### config.mk
export PLATFORM = sky130hd
export DESIGN_NAME = serial_slave_port_burst
export DESIGN_NICKNAME = d
export VERILOG_FILES = /design/src/rtl/serial_slave_port_burst.sv
export SDC_FILE = /design/constraint.sdc
export NUM_CORES = 1
export LEC_CHECK = 0
export ABC_AREA = 1
export CORE_UTILIZATION = 60
export DETAILED_ROUTE_END_ITERATION = 10
export HOLD_SLACK_MARGIN = 0.02
export PLACE_DENSITY = 0.86
export SKIP_CTS_REPAIR_TIMING = 1
export SLEW_MARGIN = 20
export SYNTH_ARGS = -nofsm -noshare
export SYNTH_HDL_FRONTEND = slang
export SYNTH_SLANG_ARGS = --single-unit
export TNS_END_PERCENT = 5
### constraint.sdc
create_clock -name clk -period 3 [get_ports clk]
set_input_delay 0.6 -clock clk [delete_from_list [all_inputs] [get_ports clk]]
set_output_delay 0.6 -clock clk [all_outputs]
set_load 0.05 [all_outputs]
### src/rtl/serial_slave_port_burst.sv
// serial_slave_port_burst
//   Serial bus slave port with incrementing bursts. The master shifts in a header
//   (mode on the first beat, then address, then burst length) LSB-first, LANES bits
//   per beat. For writes it then shifts in len+1 data words. Reads return len+1
//   words as svalid beats. Words go to or come from a synchronous slave memory
//   with MEM_RD_LAT cycles of read latency.
//
//   Optional build macro SPORT_RD_PREFETCH_EN: during a read burst, the next
//   word's read is issued in the first beat cycle of the current word. The
//   returned data is kept in a second word buffer, which hides the memory
//   latency between words.
//
// Ports
//   clk, rstn            clock, synchronous active-low reset
//   swdata, smode        header/write-data beat and access mode (1 = write)
//   mvalid / sready      beat handshake; a beat moves when both are high
//   srdata, svalid       read-data beat to the master
//   smemwen, smemren     single-cycle memory write/read strobes
//   smemaddr, smemwdata  memory address and write data; hold between accesses
//   smemrdata            memory read data, valid MEM_RD_LAT cycles after smemren
module serial_slave_port_burst #(
  parameter int unsigned ADDR_WIDTH = 12,
  parameter int unsigned DATA_WIDTH = 8,
  parameter int unsigned LANES      = 1,
  parameter int unsigned LEN_WIDTH  = 4,
  parameter int unsigned MEM_RD_LAT = 1
) (
  input  logic                  clk,
  input  logic                  rstn,
  input  logic [DATA_WIDTH-1:0] smemrdata,
  output logic                  smemwen,
  output logic                  smemren,
  output logic [ADDR_WIDTH-1:0] smemaddr,
  output logic [DATA_WIDTH-1:0] smemwdata,
  input  logic [LANES-1:0]      swdata,
  output logic [LANES-1:0]      srdata,
  input  logic                  smode,
  input  logic                  mvalid,
  output logic                  svalid,
  output logic                  sready
);

  localparam int unsigned AB   = ADDR_WIDTH / LANES;
  localparam int unsigned LB   = LEN_WIDTH / LANES;
  localparam int unsigned DB   = DATA_WIDTH / LANES;
  localparam int unsigned MAXB = (AB > LB) ? ((AB > DB) ? AB : DB) : ((LB > DB) ? LB : DB);
  localparam int unsigned BW   = (MAXB > 1) ? $clog2(MAXB) : 1;
  localparam int unsigned TW   = $clog2(MEM_RD_LAT + 1);

  localparam logic [BW-1:0] ALAST = BW'(AB - 1);
  localparam logic [BW-1:0] LLAST = BW'(LB - 1);
  localparam logic [BW-1:0] DLAST = BW'(DB - 1);
  localparam logic [TW-1:0] LAT   = TW'(MEM_RD_LAT);

  localparam logic [2:0] IDLE  = 3'd0;
  localparam logic [2:0] ADDR  = 3'd1;
  localparam logic [2:0] LEN   = 3'd2;
  localparam logic [2:0] WDATA = 3'd3;
  localparam logic [2:0] WRITE = 3'd4;
  localparam logic [2:0] RREQ  = 3'd5;
  localparam logic [2:0] RWAIT = 3'd6;
  localparam logic [2:0] RDATA = 3'd7;

  logic [2:0]            state_q, state_d;
  logic                  mode_q, mode_d;
  logic [BW-1:0]         beat_q, beat_d;
  // addr_q always holds the address of the next access to be issued
  logic [ADDR_WIDTH-1:0] addr_q, addr_d;
  // wcnt_q collects the length field, then counts words left after the current one
  logic [LEN_WIDTH-1:0]  wcnt_q, wcnt_d;
  // data_q shifts write beats in at the top and read beats out at the bottom
  logic [DATA_WIDTH-1:0] data_q, data_d;
  logic [TW-1:0]         lat_q, lat_d;
  logic [ADDR_WIDTH-1:0] smemaddr_q, smemaddr_d;
  logic [DATA_WIDTH-1:0] smemwdata_q, smemwdata_d;
`ifdef SPORT_RD_PREFETCH_EN
  logic [DATA_WIDTH-1:0] buf_q, buf_d;
  logic                  bufv_q, bufv_d;
`endif

  logic                  accept;
  logic                  pf_issue;
  logic                  access_next;
  logic [ADDR_WIDTH-1:0] addr_sh;
  logic [LEN_WIDTH-1:0]  wcnt_sh;
  logic [DATA_WIDTH-1:0] data_sh;

  assign sready = (state_q == IDLE) || (state_q == ADDR) || (state_q == LEN) ||
                  (state_q == WDATA);
  assign accept = mvalid && sready;

  assign addr_sh = (addr_q >> LANES) | (ADDR_WIDTH'(swdata) << (ADDR_WIDTH - LANES));
  assign wcnt_sh = (wcnt_q >> LANES) | (LEN_WIDTH'(swdata) << (LEN_WIDTH - LANES));
  assign data_sh = (data_q >> LANES) | (DATA_WIDTH'(swdata) << (DATA_WIDTH - LANES));

`ifdef SPORT_RD_PREFETCH_EN
  assign pf_issue = (state_q == RDATA) && (beat_q == '0) && (wcnt_q != '0);
`else
  assign pf_issue = 1'b0;
`endif

  always_comb begin
    state_d = state_q;
    mode_d  = mode_q;
    beat_d  = beat_q;
    addr_d  = addr_q;
    wcnt_d  = wcnt_q;
    data_d  = data_q;
    lat_d   = lat_q;
`ifdef SPORT_RD_PREFETCH_EN
    buf_d   = buf_q;
    bufv_d  = bufv_q;
`endif
    case (state_q)
      IDLE: begin
        if (accept) begin
          mode_d = smode;
          addr_d = addr_sh;
          if (AB == 1) begin
            state_d = LEN;
            beat_d  = '0;
          end else begin
            state_d = ADDR;
            beat_d  = BW'(1);
          end
        end
      end
      ADDR: begin
        if (accept) begin
          addr_d = addr_sh;
          if (beat_q == ALAST) begin
            state_d = LEN;
            beat_d  = '0;
          end else begin
            beat_d = beat_q + BW'(1);
          end
        end
      end
      LEN: begin
        if (accept) begin
          wcnt_d = wcnt_sh;
          if (beat_q == LLAST) begin
            state_d = mode_q ? WDATA : RREQ;
            beat_d  = '0;
          end else begin
            beat_d = beat_q + BW'(1);
          end
        end
      end
      WDATA: begin
        if (accept) begin
          data_d = data_sh;
          if (beat_q == DLAST) begin
            state_d = WRITE;
            beat_d  = '0;
          end else begin
            beat_d = beat_q + BW'(1);
          end
        end
      end
      WRITE: begin
        addr_d = addr_q + ADDR_WIDTH'(1);
        if (wcnt_q != '0) begin
          wcnt_d  = wcnt_q - LEN_WIDTH'(1);
          state_d = WDATA;
        end else begin
          state_d = IDLE;
        end
      end
      RREQ: begin
        addr_d  = addr_q + ADDR_WIDTH'(1);
        lat_d   = LAT;
        state_d = RWAIT;
      end
      RWAIT: begin
        lat_d = lat_q - TW'(1);
        if (lat_q == TW'(1)) begin
          data_d  = smemrdata;
          state_d = RDATA;
          beat_d  = '0;
        end
      end
      default: begin  // RDATA
        data_d = data_q >> LANES;
        beat_d = beat_q + BW'(1);
`ifdef SPORT_RD_PREFETCH_EN
        if (lat_q != '0) begin
          lat_d = lat_q - TW'(1);
          if (lat_q == TW'(1)) begin
            buf_d  = smemrdata;
            bufv_d = 1'b1;
          end
        end
        if (pf_issue) begin
          addr_d = addr_q + ADDR_WIDTH'(1);
          lat_d  = LAT;
        end
`endif
        if (beat_q == DLAST) begin
          beat_d = '0;
          if (wcnt_q == '0) begin
            state_d = IDLE;
          end else begin
            wcnt_d = wcnt_q - LEN_WIDTH'(1);
`ifdef SPORT_RD_PREFETCH_EN
            // Continue straight into the next word if its data is already here
            // or arrives this cycle; otherwise wait out the remaining latency.
            if (bufv_q) begin
              data_d = buf_q;
              bufv_d = 1'b0;
            end else if (lat_q == TW'(1)) begin
              data_d = smemrdata;
              bufv_d = 1'b0;
            end else begin
              state_d = RWAIT;
            end
`else
            state_d = RREQ;
`endif
          end
        end
      end
    endcase
  end

  // Address/data registers load only in the cycle before an access so they hold
  // their last value while the next header is being collected.
`ifdef SPORT_RD_PREFETCH_EN
  assign access_next = (state_d == WRITE) || (state_d == RREQ) ||
                       ((state_d == RDATA) && (beat_d == '0) && (wcnt_d != '0));
`else
  assign access_next = (state_d == WRITE) || (state_d == RREQ);
`endif
  assign smemaddr_d  = access_next ? addr_d : smemaddr_q;
  assign smemwdata_d = (state_d == WRITE) ? data_d : smemwdata_q;

  always_ff @(posedge clk) begin
    if (!rstn) begin
      state_q     <= IDLE;
      mode_q      <= 1'b0;
      beat_q      <= '0;
      addr_q      <= '0;
      wcnt_q      <= '0;
      data_q      <= '0;
      lat_q       <= '0;
      smemaddr_q  <= '0;
      smemwdata_q <= '0;
`ifdef SPORT_RD_PREFETCH_EN
      buf_q       <= '0;
      bufv_q      <= 1'b0;
`endif
    end else begin
      state_q     <= state_d;
      mode_q      <= mode_d;
      beat_q      <= beat_d;
      addr_q      <= addr_d;
      wcnt_q      <= wcnt_d;
      data_q      <= data_d;
      lat_q       <= lat_d;
      smemaddr_q  <= smemaddr_d;
      smemwdata_q <= smemwdata_d;
`ifdef SPORT_RD_PREFETCH_EN
      buf_q       <= buf_d;
      bufv_q      <= bufv_d;
`endif
    end
  end

  assign smemwen   = (state_q == WRITE);
  assign smemren   = (state_q == RREQ) || pf_issue;
  assign smemaddr  = smemaddr_q;
  assign smemwdata = smemwdata_q;
  assign svalid    = (state_q == RDATA);
  assign srdata    = svalid ? data_q[LANES-1:0] : '0;

endmodule

==> results.toml, run 1 <==
[final_layout]
fin_cells = 563
layout_common_cells = "nand2_1 (96), nor2_1 (86), dfxtp_1 (53)"
drive_gt1_share_pct = 6.250
final_nets = 511
final_util_pct = 73.00
syn2layout_area_growth_pct = 16.80
final_common_cell = "nand2_1"
antennaDiodeCount = 0

[global_routing]
met2_usage_pct = 51.09
antenna_found_initial = 0
grt_max_degree = 34
grt_pass1_wl_mm = 12.59
grt_pass1_vias = 2754
gr-usage-met1_pct = 40.23
grt_use_met3_pct = 5.000
grtUsageTotal_pct = 30.42
grt.overflow.total = 0
busiest_layer = "met2"

[setup_path]
path_max_fanout = 8
worstPathRequired_ps = 2400
end_kind = "output pin"
crit_slowest_cell = "clkdlybuf4s50_1"
crit_buf_inv = 3
cp_slowest_stage_delay_ps = 800
critPathTopFamily = "buffers and inverters"
criticalPathCategory = "reg -> out"
arrival_ps = 2340
cp_cell_sequence = "inv_6 > nor2_4 > inv_1 > nor2_1 > clkdlybuf4s50_1"
critPathLaunchType = "register"

[timing]
finalSetupViolations = 0
finalCritPeriodShare_pct = 97.93
fin_hold_ws_ps = 485.4
drv_slew = 0
clock_skew_ps = 3.660
finalCriticalPeriod_ps = 2938
fmax_mhz = 340.4
slew_headroom_pct = 52.75
fin_setup_tns_ps = 0
hold_violations = 0
worst_pin_slew_ps = 707.9
rsz0062_at_grt = "no"

[yosys]
avgSynthCellArea_um2 = 6.460
syn_area_um2 = 2972
yosysUniqueCellTypes = 37
synth_nets = 476
synth-main-ff-cell = "dfxtp_1"
synthArstFlopShare_pct = 0
yosysWarnings = 0
seq_area_frac_synth_pct = 35.71
syn_inst = 460
synth-edff-count = 0
ys_ff_latch = 53

[route]
drt-total-wl_mm = 7.318
vias = 3035
drt_iter0_markers = 272
via_per_inst = 5.391
drtPass1Iterations = 6
wire_per_inst_um = 13.00
remaining_drc_errors = 0
ant_nets = 0

[power]
ir_worst_vdd_uv = 281.9
switchingPower_mw = 0.3209
p_comb_share_pct = 8.3
pwr-share-clk_pct = 32.8
p_leak_nw = 1.497
p_seq_share_pct = 58.9
p_int_mw = 0.9181
p_total_mw = 1.239
p_per_area_nw_per_um2 = 357.0
p_sw_share_pct = 25.90

[floorplanning]
die_h_um = 72.38
core_area_um2 = 4755
rows = 25
dieArea_um2 = 5238
initial_utilization_pct = 62.50
io_pins = 38
die_w_um = 72.38

[clock_network]
clk_latency_ps = 310
cts-root-buf = "clkbuf_8"
clkTransAtPathRegs_ps = 100
cts_tree = "done"
numCtsBuffers = 5
cts_buffer_depth = 2
ctsHtreeMaxLevel = 2
clock-sinks = 53

[worst_hold_path]
hold_path.class = "reg -> reg"

[placed_design]
port_buffers = 37
place_hpwl_mm = 5.414
place.gp.congestion = 0.9323
placed_cells = 555

[run]
maxCapViolCount = 0

[outcome]
outcome = "finished clean"
-- cells by family (layout without fill, tap and decap cells) --
group	count (synthesis)	count (layout)	share of synthesized area (%)
AOI/OAI and AO/OA	96	96	17.81
DFF	53	53	35.71
and+or+nand+nor	234	234	34.23
adders and majority gates	3	3	1.263
buffers and inverters	70	106	9.811
xor gates and xnor gates	4	4	1.179
-- metal layers --
metal	wire length, µm	share of wire (%)	vias up
li1	-	-	1557
met2	3361	46	116
met5	0	0	-
met3	444	6.1	16
met4	136	1.9	0
met1	3375	46	1346
-- stage by stage --
step | cell area (µm²) | worst slack [ps]
after floorplan | 2972 | 672.6
after global placement | 3382 | 432.3
after detailed placement | 3382 | 447.9
after CTS | 3468 | 82.82
after global routing | 3471 | 10.86
final | 3471 | 62.13
-- flip-flops by register name, summed over array words and instances (netlist names) --
signal     cells
state_q        3
addr_q        12
smemaddr      12
smemwdata      8
beat_q         4
data_q         8
mode_q         1
wcnt_q         4
lat_q          1
-- power by group through the flow --
stage	combinational [mW]	sequential [mW]	clock [mW]
3_3_place_gp	0.100	0.745	0
3_5_place_dp	0.102	0.745	0
2_1_floorplan	0.0686	0.741	0
6_report	0.103	0.730	0.406
5_1_grt	0.117	0.732	0.435
4_1_cts	0.102	0.729	0.412
-- synthesized netlist by cell type (all sizes together) (2+ instances only) --
cell type / n / share of area, %
clkbuf: 6 / 0.76
a31oi: 2 / 0.42
nand3: 26 / 4.9
buf: 6 / 1.5
dfxtp: 53 / 36
nor3: 2 / 0.34
ha: 3 / 1.3
o21ai: 49 / 8.3
a211oi: 3 / 0.76
a21oi: 26 / 4.4
nor2: 90 / 12
o211ai: 6 / 1.5
and2: 6 / 1.3
nand4: 6 / 1.3
o21bai: 4 / 1.0
inv: 57 / 7.5
nand2: 101 / 14
o22ai: 3 / 0.63
xor2: 3 / 0.88
nand3b: 3 / 0.76
-- layout make-up --
cell class,instances,area (µm²)
Multi-Input combinational cell,337,1619
Inverter,58,225.2
Tap cell,67,83.83
Fill cell,417,1284
Sequential cell,53,1061
Timing Repair Buffer,40,395.4
Clock inverter,3,17.52
Clock buffer,5,68.82
-- worst min-delay path, stage by stage (launching register included) --
cell and delay (ps):
dfxtp_1 340, nor2_1 50, nor2_1 70
-- path summary, 6_finish.rpt --
kind	startpoint	endpoint	slack, ps	cells past startpoint
max	state_q[2]	srdata	60	5
min	wcnt_q[3]	wcnt_q[3]	490	2
max reg2reg	state_q[1]	smemaddr[8]	960	11
min reg2reg	wcnt_q[3]	wcnt_q[3]	490	2
No activity file was read; power rests on OpenSTA's default activity.
==> run 2: changes to the inputs <==
--- a/config.mk
+++ b/config.mk
@@ -5,7 +5,6 @@
 export SDC_FILE = /design/constraint.sdc
 export NUM_CORES = 1
 export LEC_CHECK = 0
-export ABC_AREA = 1
 export CORE_UTILIZATION = 60
 export DETAILED_ROUTE_END_ITERATION = 10
 export HOLD_SLACK_MARGIN = 0.02
==> run 2 against run 1 <==
- sequential power up 0.7%
- cell count down 21%
- routed wire length up 0.30%
- synthesized cell count down 24%
- combinational power about the same
- sequential share of layout area up 0.93 points
- global-route usage down 0.76 points
- highest routed layer unchanged
==> results.toml, run 2 <==
[power]
p_per_area_nw_per_um2 = 366.8
p_leak_nw = 1.215
ir_worst_vdd_uv = 338.0

[setup_path]
critPathLaunchType = "register"
endpoint = "svalid"
path_max_fanout = 18
worstPathRequired_ps = 2400
cp-startpoint = "state_q[1]"
regToRegStartpoint = "state_q[1]"
r2r-end = "smemaddr[4]"
worst-r2r-setup-slack_ps = 720
arrival_ps = 1860
end_kind = "output pin"
cp_cell_sequence = "buf_4 > nand2_2 > nor2_1 > buf_12"
cp_slowest_stage_delay_ps = 610
crit_slowest_cell = "dfxtp_1"
reg2regPathDepth = 7
criticalPathCategory = "reg -> out"

[final_layout]
layout_common_cells = "dfxtp_1 (53), nor2_1 (40), a21oi_1 (33), clkdlybuf4s50_1 (33), nand2_1 (29)"
syn2layout_area_growth_pct = 14.07
final_common_cell = "dfxtp_1"
fin_cells = 442
drive_gt1_share_pct = 12.00
antennaDiodeCount = 0
final_nets = 390

[timing]
fmax_mhz = 405.9
slew_headroom_pct = 65.19
finalCritPeriodShare_pct = 82.13
hold_violations = 0
finalCriticalPeriod_ps = 2464
worst_pin_slew_ps = 522.1
rsz0062_at_grt = "no"
fin_setup_tns_ps = 0
drv_slew = 0
finalSetupViolations = 0
clock_skew_ps = 5.138

[global_routing]
grt_max_degree = 36
grtUsageTotal_pct = 29.67
grt_pass1_wl_mm = 12.23
grt.overflow.total = 0
antenna_found_initial = 0
busiest_layer = "met2"
grt_pass1_vias = 2544
met2_usage_pct = 44.55
grt_use_met3_pct = 7.778
gr-usage-met1_pct = 41.93

[placed_design]
place.gp.congestion = 0.9476
placed_cells = 434
place_hpwl_mm = 5.068
port_buffers = 37

[route]
vias = 2798
drt_iter0_markers = 263
drt-total-wl_mm = 7.340
remaining_drc_errors = 0
ant_nets = 0
via_per_inst = 6.330
drtPass1Iterations = 7
wire_per_inst_um = 16.61

[yosys]
syn_area_um2 = 2953
yosysUniqueCellTypes = 68
ys_ff_latch = 53
yosysWarnings = 0
synth_area_leaders = "dfxtp_1 (36%), a21oi_1 (5.6%), nor2_1 (5.1%)"
syn_inst = 348
synth_nets = 364
synthMostInstantiatedCell = "dfxtp_1"
synth-edff-count = 0
synth_common_cells = "dfxtp_1 (53), nor2_1 (40), a21oi_1 (33), nand2_1 (29), o21ai_0 (18)"
synth.top_cell.area_share_pct = 35.93
synthArstFlopShare_pct = 0
avgSynthCellArea_um2 = 8.485
seq_area_frac_synth_pct = 35.93
synth_top_area_cell = "dfxtp_1"
synth-main-ff-cell = "dfxtp_1"

[floorplanning]
die_w_um = 72.15
die_h_um = 72.15
io_pins = 38
initial_utilization_pct = 62.52
dieArea_um2 = 5206
core_area_um2 = 4723
rows = 25

[clock_network]
cts-root-buf = "clkbuf_8"
clk_latency_ps = 310
cts_tree = "done"
clock-sinks = 53
clkTransAtPathRegs_ps = 90
cts_buffer_depth = 2
numCtsBuffers = 5
ctsHtreeMaxLevel = 2

[outcome]
outcome = "finished clean"

[run]
maxCapViolCount = 0

[worst_hold_path]
hold_path.class = "reg -> reg"
==> run 2: cell count changes after synthesis, moves of 10 or more <==
cell      change
inv_1        -40
o21ai_0      -29
a31o_1       +10
nor2_1       -46
nand2_1      -67
a211oi_1     +10
nand3_1      -12
==> run 2: kinds of logic after synthesis <==
logic type | after synthesis | share of synthesized area (%)
adder cells (fa/ha/maj) | 3 | 1.271
AND/OR/NAND/NOR | 126 | 23.35
flip-flops | 53 | 35.93
AO/OA/AOI/OAI | 122 | 29.11
buffers and inverters | 36 | 7.669
XOR/XNOR | 3 | 0.8900
multiplexers | 5 | 1.780
==> run 2: metal layers <==
layer	wire length [µm]	part of all wire, %
met5	0	0
met3	566	7.7
met1	3304	45
met4	76	1.0
met2	3393	46
==> run 2: per-stage QoR <==
step / cell area, µm² / setup slack (ps) / hold slack [ps] / utilization, % / power (mW)
2_1_floorplan: 2953 / 780.6 / 448.9 / - / 0.8137
3_3_place_gp: 3284 / 404.0 / 459.6 / 69.54 / 0.8464
3_5_place_dp: 3284 / 288.2 / 466.9 / 69.54 / 0.8484
4_1_cts: 3368 / 568.1 / 479.9 / 71.31 / 1.239
5_1_grt: 3368 / 419.8 / 496.5 / 71.31 / 1.281
6_report: 3368 / 536.1 / 475.9 / 71.31 / 1.235
==> run 2: how the worst min path moves through the flow <==
stage,start,endpoint,slack (ps),cells after the start
after detailed placement,smemaddr[3],smemaddr[3],470,1
after global routing,beat_q[1],beat_q[1],500,2
after floorplan,beat_q[1],beat_q[1],450,2
after CTS,beat_q[1],beat_q[1],480,2
final,beat_q[1],beat_q[1],480,2
after global placement,smemaddr[1],smemaddr[1],460,1
==> run 2: area by class of cell <==
cell class | instances | area [µm²]
Multi-Input combinational cell | 259 | 1665
Fill cell | 375 | 1355
Sequential cell | 53 | 1061
Timing Repair Buffer | 46 | 440.4
Tap cell | 67 | 83.83
Clock buffer | 7 | 76.32
Inverter | 9 | 33.78
Clock inverter | 1 | 7.507
==> run 2: power breakdown <==
group	switching (mW)	leakage [nW]	total [mW]	internal, mW
Combinational	0.0559	0.747	0.100	0.0443
Clock	0.235	0.0385	0.400	0.166
Sequential	0.0204	0.429	0.735	0.715
==> run 2: critical path: cells and delay by family (launching register included) <==
kind                   cells  cell delay, ps
buffers and inverters      2             490
flip-flops                 1             610
AND/OR/NAND/NOR            2             450
